**src/rtl/pow2_scaler_pipe_if.sv**
```systemverilog
// Handshake bundle for pow2_scaler_pipe.
// The producer side (in_*) and consumer side (out_*) share one interface.
// The slave modport is the scaler's view and the master modport is the environment's view.
`timescale 1ns/1ps

interface pow2_scaler_pipe_if #(
    parameter int WIDTH = 32,
    parameter int SHW   = 5
);
    logic             in_valid;
    logic             in_ready;
    logic [WIDTH-1:0] in_data;
    logic [SHW-1:0]   in_shamt;
    logic             in_signed;
    logic             out_valid;
    logic             out_ready;
    logic [WIDTH-1:0] out_data;
    logic             out_ovf;

    modport slave (
        input  in_valid, in_data, in_shamt, in_signed, out_ready,
        output in_ready, out_valid, out_data, out_ovf
    );

    modport master (
        output in_valid, in_data, in_shamt, in_signed, out_ready,
        input  in_ready, out_valid, out_data, out_ovf
    );
endinterface

```
**src/rtl/pow2_scaler_pipe.sv**
```systemverilog
// pow2_scaler_pipe: pipelined multiply-by-2^k with signed/unsigned overflow detection.
// All arithmetic happens when a beat is captured into stage 0.
// Stages 1..STAGES-1 only delay the result.
// in_ready is combinational from out_ready through the stage chain, so a full pipe
// can accept one beat and emit one beat in the same cycle.
// Optional macro SCALER_SATURATE_EN: when an overflow occurs, the result saturates
// instead of wrapping. This happens inside stage 0 and leaves the latency unchanged.
`timescale 1ns/1ps

module pow2_scaler_pipe #(
    parameter int WIDTH  = 32,
    parameter int SHW    = 5,
    parameter int STAGES = 2
) (
    input  logic                  clk,
    input  logic                  rst,
    pow2_scaler_pipe_if.slave     bus
);

    localparam int               LAST = STAGES - 1;
    localparam logic [WIDTH-1:0] ZERO = {WIDTH{1'b0}};
    localparam logic [WIDTH-1:0] ONES = {WIDTH{1'b1}};

    logic [STAGES-1:0]            r_valid;
    logic [STAGES-1:0]            r_ovf;
    logic [STAGES-1:0][WIDTH-1:0] r_data;
    logic [STAGES-1:0]            w_load;
    logic [WIDTH-1:0]             w_res_data;
    logic                         w_res_ovf;

    // Returns {ovf, result} for d * 2^k.
    // In the default build, result is the wrapped product.
    // With saturation enabled, result is the saturated value whenever ovf is set.
    function automatic logic [WIDTH:0] scale_beat(
        input logic [WIDTH-1:0] d,
        input logic [SHW-1:0]   k,
        input logic             is_signed
    );
        logic [31:0]      kk;
        logic [WIDTH-1:0] wrapped;
        logic [WIDTH-1:0] lost_u;
        logic [WIDTH-1:0] top_s;
        logic [WIDTH-1:0] res;
        logic             ovf;
        kk     = 32'(k);
        lost_u = ZERO;
        top_s  = ZERO;
        if (kk == 32'd0) begin
            wrapped = d;
            ovf     = 1'b0;
        end else if (kk >= 32'(WIDTH)) begin
            // Every bit is shifted out, so any nonzero operand overflows in both modes.
            wrapped = ZERO;
            ovf     = (d != ZERO);
        end else begin
            wrapped = d << kk;
            // Unsigned: these are the bits pushed past the MSB.
            lost_u  = d >> (32'(WIDTH) - kk);
            // Signed: arithmetic-shift the top k+1 bits down to the bottom.
            // They must be all zeros or all ones.
            top_s   = $signed(d) >>> (32'(WIDTH) - 32'd1 - kk);
            if (is_signed) begin
                ovf = (top_s != ZERO) && (top_s != ONES);
            end else begin
                ovf = (lost_u != ZERO);
            end
        end
        res = wrapped;
`ifdef SCALER_SATURATE_EN
        if (ovf) begin
            if (!is_signed) begin
                res = ONES;
            end else if (d[WIDTH-1]) begin
                res = {1'b1, {(WIDTH-1){1'b0}}};
            end else begin
                res = {1'b0, {(WIDTH-1){1'b1}}};
            end
        end else begin
            res = wrapped;
        end
`endif
        return {ovf, res};
    endfunction

    assign {w_res_ovf, w_res_data} = scale_beat(bus.in_data, bus.in_shamt, bus.in_signed);

    // Stage i may load when out_ready is high, or when stage i or some later stage holds a bubble.
    always_comb begin
        logic v_full;
        v_full = 1'b1;
        w_load = {STAGES{1'b0}};
        for (int i = LAST; i >= 0; i--) begin
            v_full    = v_full & r_valid[i];
            w_load[i] = !v_full | bus.out_ready;
        end
    end

    assign bus.in_ready  = w_load[0];
    assign bus.out_valid = r_valid[LAST];
    assign bus.out_data  = r_data[LAST];
    assign bus.out_ovf   = r_ovf[LAST];

    // Stage registers: capture into stage 0 and shift forward on advance, otherwise hold.
    always_ff @(posedge clk or posedge rst) begin
        if (rst) begin
            r_valid <= {STAGES{1'b0}};
            r_ovf   <= {STAGES{1'b0}};
            r_data  <= {STAGES{ZERO}};
        end else begin
            for (int i = LAST; i >= 1; i--) begin
                if (w_load[i]) begin
                    r_valid[i] <= r_valid[i-1];
                    if (r_valid[i-1]) begin
                        r_data[i] <= r_data[i-1];
                        r_ovf[i]  <= r_ovf[i-1];
                    end
                end
            end
            if (w_load[0]) begin
                r_valid[0] <= bus.in_valid;
                if (bus.in_valid) begin
                    r_data[0] <= w_res_data;
                    r_ovf[0]  <= w_res_ovf;
                end
            end
        end
    end

endmodule
```
**src/flat_wrapper.sv**
```systemverilog
// flat-port wrapper written by rule: the top's interface ports become plain ports
module pow2_scaler_pipe_flat 
#(
    parameter int WIDTH  = 32,
    parameter int SHW    = 5,
    parameter int STAGES = 2
)
  (clk, rst, bus_in_valid, bus_in_data, bus_in_shamt, bus_in_signed, bus_out_ready, bus_in_ready, bus_out_valid, bus_out_data, bus_out_ovf);
  pow2_scaler_pipe_if #(.WIDTH(WIDTH), .SHW(SHW)) bus_i ();
  input  logic clk;
  input  logic rst;
  input wire logic [$bits(bus_i.in_valid)-1:0] bus_in_valid;
  input wire logic [$bits(bus_i.in_data)-1:0] bus_in_data;
  input wire logic [$bits(bus_i.in_shamt)-1:0] bus_in_shamt;
  input wire logic [$bits(bus_i.in_signed)-1:0] bus_in_signed;
  input wire logic [$bits(bus_i.out_ready)-1:0] bus_out_ready;
  output wire logic [$bits(bus_i.in_ready)-1:0] bus_in_ready;
  output wire logic [$bits(bus_i.out_valid)-1:0] bus_out_valid;
  output wire logic [$bits(bus_i.out_data)-1:0] bus_out_data;
  output wire logic [$bits(bus_i.out_ovf)-1:0] bus_out_ovf;
  assign bus_i.in_valid = bus_in_valid;
  assign bus_i.in_data = bus_in_data;
  assign bus_i.in_shamt = bus_in_shamt;
  assign bus_i.in_signed = bus_in_signed;
  assign bus_i.out_ready = bus_out_ready;
  assign bus_in_ready = bus_i.in_ready;
  assign bus_out_valid = bus_i.out_valid;
  assign bus_out_data = bus_i.out_data;
  assign bus_out_ovf = bus_i.out_ovf;
  pow2_scaler_pipe #(.WIDTH(WIDTH), .SHW(SHW), .STAGES(STAGES)) u_core (.clk(clk), .rst(rst), .bus(bus_i));
endmodule
```
**config.mk**
```make
export PLATFORM = sky130hd
export DESIGN_NAME = pow2_scaler_pipe_flat
export DESIGN_NICKNAME = d
export VERILOG_FILES = /design/src/rtl/pow2_scaler_pipe_if.sv /design/src/rtl/pow2_scaler_pipe.sv /design/src/flat_wrapper.sv
export SDC_FILE = /design/constraint.sdc
export NUM_CORES = 1
export LEC_CHECK = 0
export CAP_MARGIN = 20
export CORE_ASPECT_RATIO = 0.6
export CORE_MARGIN = 5
export CORE_UTILIZATION = 39
export DETAILED_ROUTE_END_ITERATION = 7
export PLACE_DENSITY = 0.61
export SYNTH_ARGS = -nofsm -noshare
export SYNTH_HDL_FRONTEND = slang
export SYNTH_SLANG_ARGS = --single-unit
```
**constraint.sdc**
```tcl
create_clock -name clk -period 5.7 [get_ports clk]
set_input_delay 1.71 -clock clk [delete_from_list [all_inputs] [get_ports clk]]
set_output_delay 1.71 -clock clk [all_outputs]
set_load 0.1 [all_outputs]
```
==> out/qor.csv, run 1 <==
metric,value,unit
Power Total,2.331,mW
CTS tree,yes,
Layout area overhead,13.85,%
Final #Nets,881,
Final Hold Violating Endpoints,0,
share of the synthesized area in the top cell type,24.16,%
Pre-antenna DRT Iters,5,
largest net degree at the start of global routing,65,
Leakage,3.204,nW
deepest clock path buffer count,2,
critical path type,in -> reg,
ys flop type,dfrtp_1,
row count,38,
Post-Place Setup Slack,567.3,ps
startpoint types,input port,
Yosys Warn Count,0,
hold depth,2,
RePlAce Congestion,0.9896,
Placement Cell Area,7712,sq um
GR Layer Usage met3,7.651,%
WL per Instance,23.54,um
routed wire length,25470,um
busiest grt layer,met1,
routed vias,6871,
CTS resizes,0,
Placeable Area,17920,sq um
Post-CTS Setup Bufs,0,
maximum clock frequency,0.2044,GHz
initial drt markers,1162,
power density over the cells,290.6,nW/um^2
Final ANT Viol Nets,0,
clock latency on the worst-skew pair,330,ps
htree depth,3,
Hold Path End,u_core.r_data[16],
Final Instance Area,8020,sq um
CP endpoint kind,flop,
CP Data Arrival Time,5080,ps
Cells after Synth,830,
Worst EP required,5890,ps
first-pass GRT wire length,39120,um
Final min period,4893,ps
status,"complete, no violations",
CTS sink count,68,
RR Startpoint,u_core.r_valid[0],
Synth Cell Area,7044,sq um
"EDFF count, synth",0,
number of global-route vias before repair,6237,
initial antenna violation count,0,
sequential fraction of the synthesis area,24.16,%
VDD IR-drop max,195.8,uV
reg2reg path depth,8,
Crit Path Max Fanout,38,
syn avg cell area,8.487,sq um
R2R Path End,u_core.r_ovf[0],
total grt overflow,0,
worst hold slack,474.7,ps
total track usage,24.15,%
ys async rst share,100.0,%
hold_buf cts,0,
skew final,8.550,ps
Inserted Diodes,0,
RSZ-0062 raised after global routing,false,
vias per cell,6.350,
post-route clock period utilization,85.84,%
cell accounting for the most synthesized area,dfrtp_1,
# setup viols final,0,
HP Class,reg -> reg,
total negative slack,0,ps
IO buf count,76,
Initial Util,39.30,%
IO Count,77,
die span in x,183.5,um
Die Footprint,20940,sq um
global routing usage on met1,38.24,%
top post-synthesis cells by area,"dfrtp_1 (24%), mux2_2 (12%), mux4_2 (6.7%)",
number of buffers created by CTS,9,
Clock Root Buffer,clkbuf_16,
worst setup slack after layout,807.0,ps
min-delay src,u_core.r_data[16],
max_slew headroom,33.47,%
MaxCap Viol Count,0,
layout cells sized above 1,19.00,%
DRC,0,
R2R setup slack,3640,ps
fin. max-slew vios,0,
HPWL Detailed,18990,um
die height,114.1,um
clock slew at reported path FFs,60,ps
synth unique cells,67,
post-synthesis net count,874,
"flops & latches, synth",68,
worst slew pin tran,994.8,ps
GR Util met2,31.06,%
## cell usage after synthesis, types with 7 or more instances
cell and count:
a31oi_1 11, o21ai_0 71, inv_1 10, buf_2 9
mux2_2 72, a211oi_1 21, nor3_1 14, o22ai_1 24
buf_1 15, buf_4 36, nand2_1 84, nor2b_1 9
a21oi_1 56, mux4_2 21, nor2_1 74, mux2i_1 45
nand2b_1 10, mux4_1 8, nand3_1 9, clkbuf_1 45
o211ai_1 7, a22oi_1 11, dfrtp_1 68
## critical path, cell delays in order
cell and delay, ps:
clkdlybuf4s50_1 490, buf_4 400, nand2b_1 350, nor2_1 100, a211oi_2 360, o21ai_0 230, mux2_2 320, nor4b_1 310
nand4_1 130, o41ai_1 510, a31oi_1 150
## cell type report
cell class,instances,area [sq um]
well taps,240,300.3
flip-flops and latches,68,1702
clock inverters,7,82.58
fillers,1748,9905
repair buffers,107,991.0
inverters,15,56.30
multi-input cells,636,4663
clock buffers,9,225.2
## sequential cells by signal, summed over array words and instances, names as in the netlist
register             count
u_core.r_data           32
u_core.bus.out_data     32
u_core.r_ovf             2
u_core.r_valid           2
## power breakdown
group          switching (mW)  leakage [nW]  total, mW  internal, mW
Sequential             0.0442         0.871      0.614         0.570
Combinational           0.796          2.19       1.15         0.351
Clock                   0.224         0.145      0.570         0.346
## placed cells by master, fill, tap and decap left out, types with 4 or more instances in the layout
| cell | synthesis | final |
|---|---|---|
| a211o_1 | 4 | 4 |
| a211oi_1 | 21 | 21 |
| a21oi_1 | 56 | 56 |
| a22oi_1 | 11 | 11 |
| a31oi_1 | 11 | 11 |
| and2_1 | 6 | 6 |
| buf_4 | 36 | 32 |
| clkbuf_16 | 0 | 9 |
| clkdlybuf4s50_1 | 0 | 72 |
| dfrtp_1 | 68 | 68 |
| inv_1 | 10 | 9 |
| inv_2 | 3 | 4 |
| mux2_2 | 72 | 72 |
| mux2i_1 | 45 | 45 |
| mux4_1 | 8 | 8 |
| mux4_2 | 21 | 21 |
| nand2_1 | 84 | 83 |
| nand2b_1 | 10 | 10 |
| nand3_1 | 9 | 9 |
| nand4_1 | 4 | 4 |
| nor2_1 | 74 | 74 |
| nor2b_1 | 9 | 9 |
| nor3_1 | 14 | 14 |
| nor4_1 | 4 | 4 |
| o211ai_1 | 7 | 7 |
| o21ai_0 | 71 | 71 |
| o22ai_1 | 24 | 24 |
| or3_1 | 6 | 6 |
## kinds of logic after synthesis
logic type | after synthesis | synth area share [%]
muxes | 148 | 28.03
adders and majority gates | 2 | 0.3552
AOI/OAI and AO/OA | 246 | 22.06
and+or+nand+nor | 237 | 15.35
xor gates and xnor gates | 3 | 0.3731
DFF | 68 | 24.16
buffers and inverters | 126 | 9.680
## per-layer routing
metal | up-vias | share of wire, %
li1 | 3074 | -
met1 | 3281 | 47
met2 | 475 | 38
met3 | 41 | 13
met4 | 0 | 2.0
met5 | - | 0
## per-stage QoR
| stage | cells | util, % |
|---|---|---|
| floorplan | 830 | - |
| global placement | 1066 | 43.03 |
| detailed placement | 1066 | 43.03 |
| CTS | 1082 | 44.74 |
| global route | 1082 | 44.74 |
| finish | 1082 | 44.74 |
## worst max-delay path by stage
stage	from	endpoint	slack, ps
after global placement	bus_in_shamt[1]	u_core.r_ovf[0]	530
after detailed placement	bus_in_shamt[1]	u_core.r_ovf[0]	570
final	bus_in_shamt[1]	u_core.r_ovf[0]	810
after CTS	bus_in_shamt[1]	u_core.r_ovf[0]	920
after floorplan	bus_in_shamt[1]	u_core.r_ovf[0]	750
after global routing	bus_in_shamt[1]	u_core.r_ovf[0]	680
Power figures use the tool's default switching activity.
==> run 2, diff against run 1 <==
==> constraint.sdc (replaced) <==
create_clock -name clk -period 5.7 [get_ports clk]
set_input_delay 1.425 -clock clk [delete_from_list [all_inputs] [get_ports clk]]
set_output_delay 1.425 -clock clk [all_outputs]
set_load 0.1 [all_outputs]
==> run 2 against run 1 <==
Via count is 0.22% lower. Routed wire length is 0.57% higher. Sequential share of layout area grew 0.076 points. Worst setup slack improved by 130 ps. Critical path type unchanged. Largest cell class unchanged. Highest routed layer unchanged.
==> out/qor.csv, run 2 (same netlist as run 1, synthesis figures left out) <==
metric,value,unit
status,"complete, no violations",
Leakage,3.194,nW
first-pass GRT wire length,39100,um
MaxCap Viol Count,0,
CTS sink count,68,
Final ANT Viol Nets,0,
Clock Root Buffer,clkbuf_16,
CP startpoint,bus_in_shamt[1],
Final min period,4765,ps
Pre-antenna DRT Iters,5,
reg2reg path depth,8,
startpoint types,input port,
maximum clock frequency,0.2099,GHz
HPWL Detailed,19100,um
"most common cell after layout, fill and taps aside",nand2_1,
routed wire length,25610,um
Placement Cell Area,7685,sq um
fin cells,1078,
Final Hold Violating Endpoints,0,
Worst EP required,5880,ps
IO Count,77,
DRC,0,
Placed Instances,1064,
RSZ-0062 raised after global routing,false,
number of global-route vias before repair,6382,
routed vias,6856,
Layout area overhead,13.45,%
hold_buf cts,0,
Crit Path Max Fanout,38,
fin. max-slew vios,0,
R2R setup slack,3520,ps
Worst path slowest cell,a211oi_1,
post-route clock period utilization,83.60,%
largest net degree at the start of global routing,51,
vias per cell,6.360,
Final Instance Area,7991,sq um
Placeable Area,17920,sq um
deepest clock path buffer count,2,
total negative slack,0,ps
IO buf count,76,
Power Total,2.342,mW
VDD IR-drop max,207.0,uV
critical path cell sequence,clkdlybuf4s50_1 > buf_4 > nand2b_1 > o22ai_1 > a211oi_1 > mux4_2 > nor4bb_1 > nand4_1 > o41ai_1 > a31oi_1,
htree depth,3,
clock slew at reported path FFs,50,ps
CP Data Arrival Time,4950,ps
WL per Instance,23.76,um
initial antenna violation count,0,
# setup viols final,0,
power density over the cells,293.1,nW/um^2
total track usage,24.17,%
row count,38,
critical path's largest stage delay,640,ps
die span in x,183.5,um
CTS resizes,0,
min-delay src,u_core.r_data[11],
RePlAce Congestion,0.9822,
total grt overflow,0,
Inserted Diodes,0,
CTS tree,yes,
max_slew headroom,34.25,%
critical path type,in -> reg,
number of buffers created by CTS,9,
Final #Nets,879,
Initial Util,39.30,%
skew final,4.493,ps
worst slew pin tran,983.1,ps
initial drt markers,855,
layout cells sized above 1,18.38,%
R2R Path End,u_core.r_ovf[0],
HP Class,reg -> reg,
"commonest cells after routing, fill and taps aside","nand2_1 (83), nor2_1 (74), mux2_2 (72), clkdlybuf4s50_1 (72), o21ai_0 (71)",
Die Footprint,20940,sq um
Post-CTS Setup Bufs,0,
CP endpoint kind,flop,
RR Startpoint,u_core.r_valid[0],
die height,114.1,um
CP endpoint,u_core.r_ovf[0],
clock latency on the worst-skew pair,330,ps
[run 2: critical path: cells and delay by family]
family / cells / cell delay [ps]
AOI/OAI and AO/OA: 4 / 1510
buffers and inverters: 2 / 870
and+or+nand+nor: 3 / 760
muxes: 1 / 380
[run 2: cell type report]
cell class              count  area, sq um
fillers                  1766         9933
multi-input cells         636         4663
flip-flops and latches     68         1702
repair buffers            105        963.4
well taps                 240        300.3
clock buffers              12        246.5
clock inverters             2        60.06
inverters                  15        56.30
[run 2: layer usage]
metal / up-vias / part of all wire (%) / global-route usage [%]
met2: 434 / 40 / 32.97
met1: 3296 / 46 / 36.33
met5: - / 0 / 0
li1: 3081 / - / -
met4: 0 / 1.9 / 5.258
met3: 45 / 12 / 8.698
[run 2: worst min path at each step]
stage / to / slack, ps / cells after the start
after floorplan: u_core.r_data[26] / 440 / 2
after global placement: u_core.r_data[15] / 460 / 2
after detailed placement: u_core.r_data[15] / 470 / 2
after CTS: u_core.r_data[15] / 480 / 2
after global routing: u_core.r_data[15] / 500 / 2
final: u_core.r_data[11] / 470 / 2
[run 2: per-stage QoR]
stage	setup WS, ps	utilization, %	hold slack [ps]
floorplan	1030	-	444.6
global placement	779.4	42.87	464.9
detailed placement	817.4	42.87	468.2
CTS	1156	44.58	479.8
global route	852.2	44.58	501.4
finish	934.9	44.58	474.3
[run 2: power by group]
group          switching, mW  total [mW]  internal (mW)
Clock                  0.191       0.581          0.390
Sequential            0.0493       0.620          0.570
Combinational          0.792        1.14          0.349
==> run 3, diff against run 2 <==
Clock period 5.7 ns to 4.4 ns, I/O delays scaled along.
==> run 3 against run 2 <==
Sequential share of layout area fell by 0.67 points. Clock power grew 35%. Via count hardly changed. Critical path type unchanged. Total power is 32% higher. Die area is the same. Non-clock buffer count up 27. Register-to-register slack got worse by 1000 ps. Sequential cell count did not move.
==> out/qor.csv, run 3 (same netlist as run 1, synthesis figures left out) <==
metric,value,unit
status,"complete, no violations",
CP bufs+invs,3,
number of buffers created by CTS,9,
Pre-antenna DRT Iters,6,
deepest clock path buffer count,2,
critical path type,in -> reg,
"commonest cells after routing, fill and taps aside","nand2_1 (83), nor2_1 (74), mux2_2 (72), clkdlybuf4s50_1 (72), o21ai_0 (71)",
critical path cell sequence,clkdlybuf4s50_1 > inv_2 > ha_1 > buf_4 > mux2i_1 > mux2i_1 > nor3_1 > a32oi_1 > o21ai_0 > a31oi_1 > a211o_1 > o21ai_0 > a31oi_1,
"most common cell after layout, fill and taps aside",nand2_1,
HP Class,reg -> reg,
critical path's largest stage delay,540,ps
Final min period,3941,ps
worst slew pin tran,987.4,ps
vias per cell,6.186,
Leakage,3.345,nW
Initial Util,39.30,%
VDD IR-drop max,245.8,uV
Placeable Area,17920,sq um
Sw Pwr,1.385,mW
CP endpoint kind,flop,
row count,38,
die height,114.1,um
HPWL Detailed,20180,um
reg2reg path depth,8,
MaxCap Viol Count,0,
R2R setup slack,2470,ps
RePlAce Congestion,1.004,
Final #Nets,906,
post-route clock period utilization,89.57,%
Crit path max-delay family,compound AO/OA/AOI/OAI gates,
hold_buf cts,0,
CTS sink count,68,
fin. max-slew vios,0,
# setup viols final,0,
largest net degree at the start of global routing,69,
die span in x,183.5,um
power density over the cells,375.3,nW/um^2
Sequential Power Share,25.8,%
Final ANT Viol Nets,0,
CP Depth,13,
number of global-route vias before repair,6457,
Comb power frac,48.9,%
routed wire length,26070,um
IO buf count,76,
max_slew headroom,33.97,%
startpoint types,input port,
WL per Instance,23.53,um
layout cells sized above 1,21.34,%
maximum clock frequency,0.2537,GHz
initial drt markers,865,
skew final,5.280,ps
Post-CTS Setup Bufs,0,
CTS tree,yes,
clock slew at reported path FFs,60,ps
CP Data Arrival Time,4140,ps
Power Internal,1.712,mW
Die Footprint,20940,sq um
htree depth,3,
Worst EP required,4600,ps
Final Hold Violating Endpoints,0,
IO Count,77,
Layout area overhead,17.14,%
CTS resizes,0,
routed vias,6854,
DRC,0,
hold depth,2,
initial antenna violation count,0,
switching share of power,44.71,%
clock latency on the worst-skew pair,330,ps
total grt overflow,0,
Clock Root Buffer,clkbuf_16,
"Core Util, Final",46.04,%
Worst path slowest cell,clkdlybuf4s50_1,
Crit Path Max Fanout,15,
total negative slack,0,ps
RSZ-0062 raised after global routing,false,
clock share of power,25.3,%
first-pass GRT wire length,40100,um
total track usage,24.80,%
Fillers,1794,
run 3: cell count changes in the layout (fill, tap and decap cells not counted), moves of 2 or more:
cell | before | now
buf_4 | 31 | 55
clkbuf_1 | 2 | 0
buf_12 | 0 | 3
clkinv_4 | 0 | 2
run 3: path summary, 6_finish.rpt:
kind / startpoint / to
min: u_core.r_data[26] / u_core.r_data[26]
max: bus_in_shamt[1] / u_core.r_ovf[0]
max in group asynchronous: rst / u_core.bus.out_data[17]
max reg2reg: u_core.r_valid[0] / u_core.r_ovf[0]
min in group asynchronous: rst / u_core.bus.out_data[24]
min reg2reg: u_core.r_data[26] / u_core.r_data[26]
run 3: cell type report:
class                      instances  area [sq um]  area share (%)
tap                              240         300.3           3.639
antenna                            1         2.502         0.03033
clock buffer                       9         225.2           2.729
sequential                        68          1702           20.62
multi-input combinational        636          4663           56.51
timing repair buffer             132          1204           14.59
inverter                          15         56.30          0.6823
clock inverter                     7         98.84           1.198
run 3: routing by layer:
layer / part of all wire, % / up-vias / track usage, %
met2: 39 / 364 / 33.70
met1: 50 / 3342 / 40.04
met4: 1.1 / 0 / 3.621
met5: 0 / - / 0
li1: - / 3126 / -
met3: 9.6 / 22 / 5.778
run 3: power groups by stage:
stage	clock, mW	combinational (mW)	sequential [mW]
finish	0.783	1.51	0.799
global route	0.826	1.59	0.815
detailed placement	0	1.49	0.812
global placement	0	1.50	0.809
floorplan	0	1.16	0.813
CTS	0.797	1.50	0.801
run 3: stage by stage:
| step | setup WS (ps) | hold WS (ps) | instance area (sq um) | power [mW] | instances |
|---|---|---|---|---|---|
| finish | 458.8 | 471.0 | 8252 | 3.097 | 1108 |
| global route | 334.1 | 492.1 | 8249 | 3.227 | 1107 |
| CTS | 572.1 | 478.4 | 8249 | 3.095 | 1107 |
| detailed placement | 211.9 | 465.9 | 7925 | 2.304 | 1091 |
| global placement | 167.9 | 465.3 | 7925 | 2.306 | 1091 |
| floorplan | 55.16 | 444.6 | 7044 | 1.974 | 830 |
run 3: tightest hold or removal path, cell delays in order, from the launching register on:
cell and delay, ps:
dfrtp_1 330, nand2_1 50, o31ai_1 50
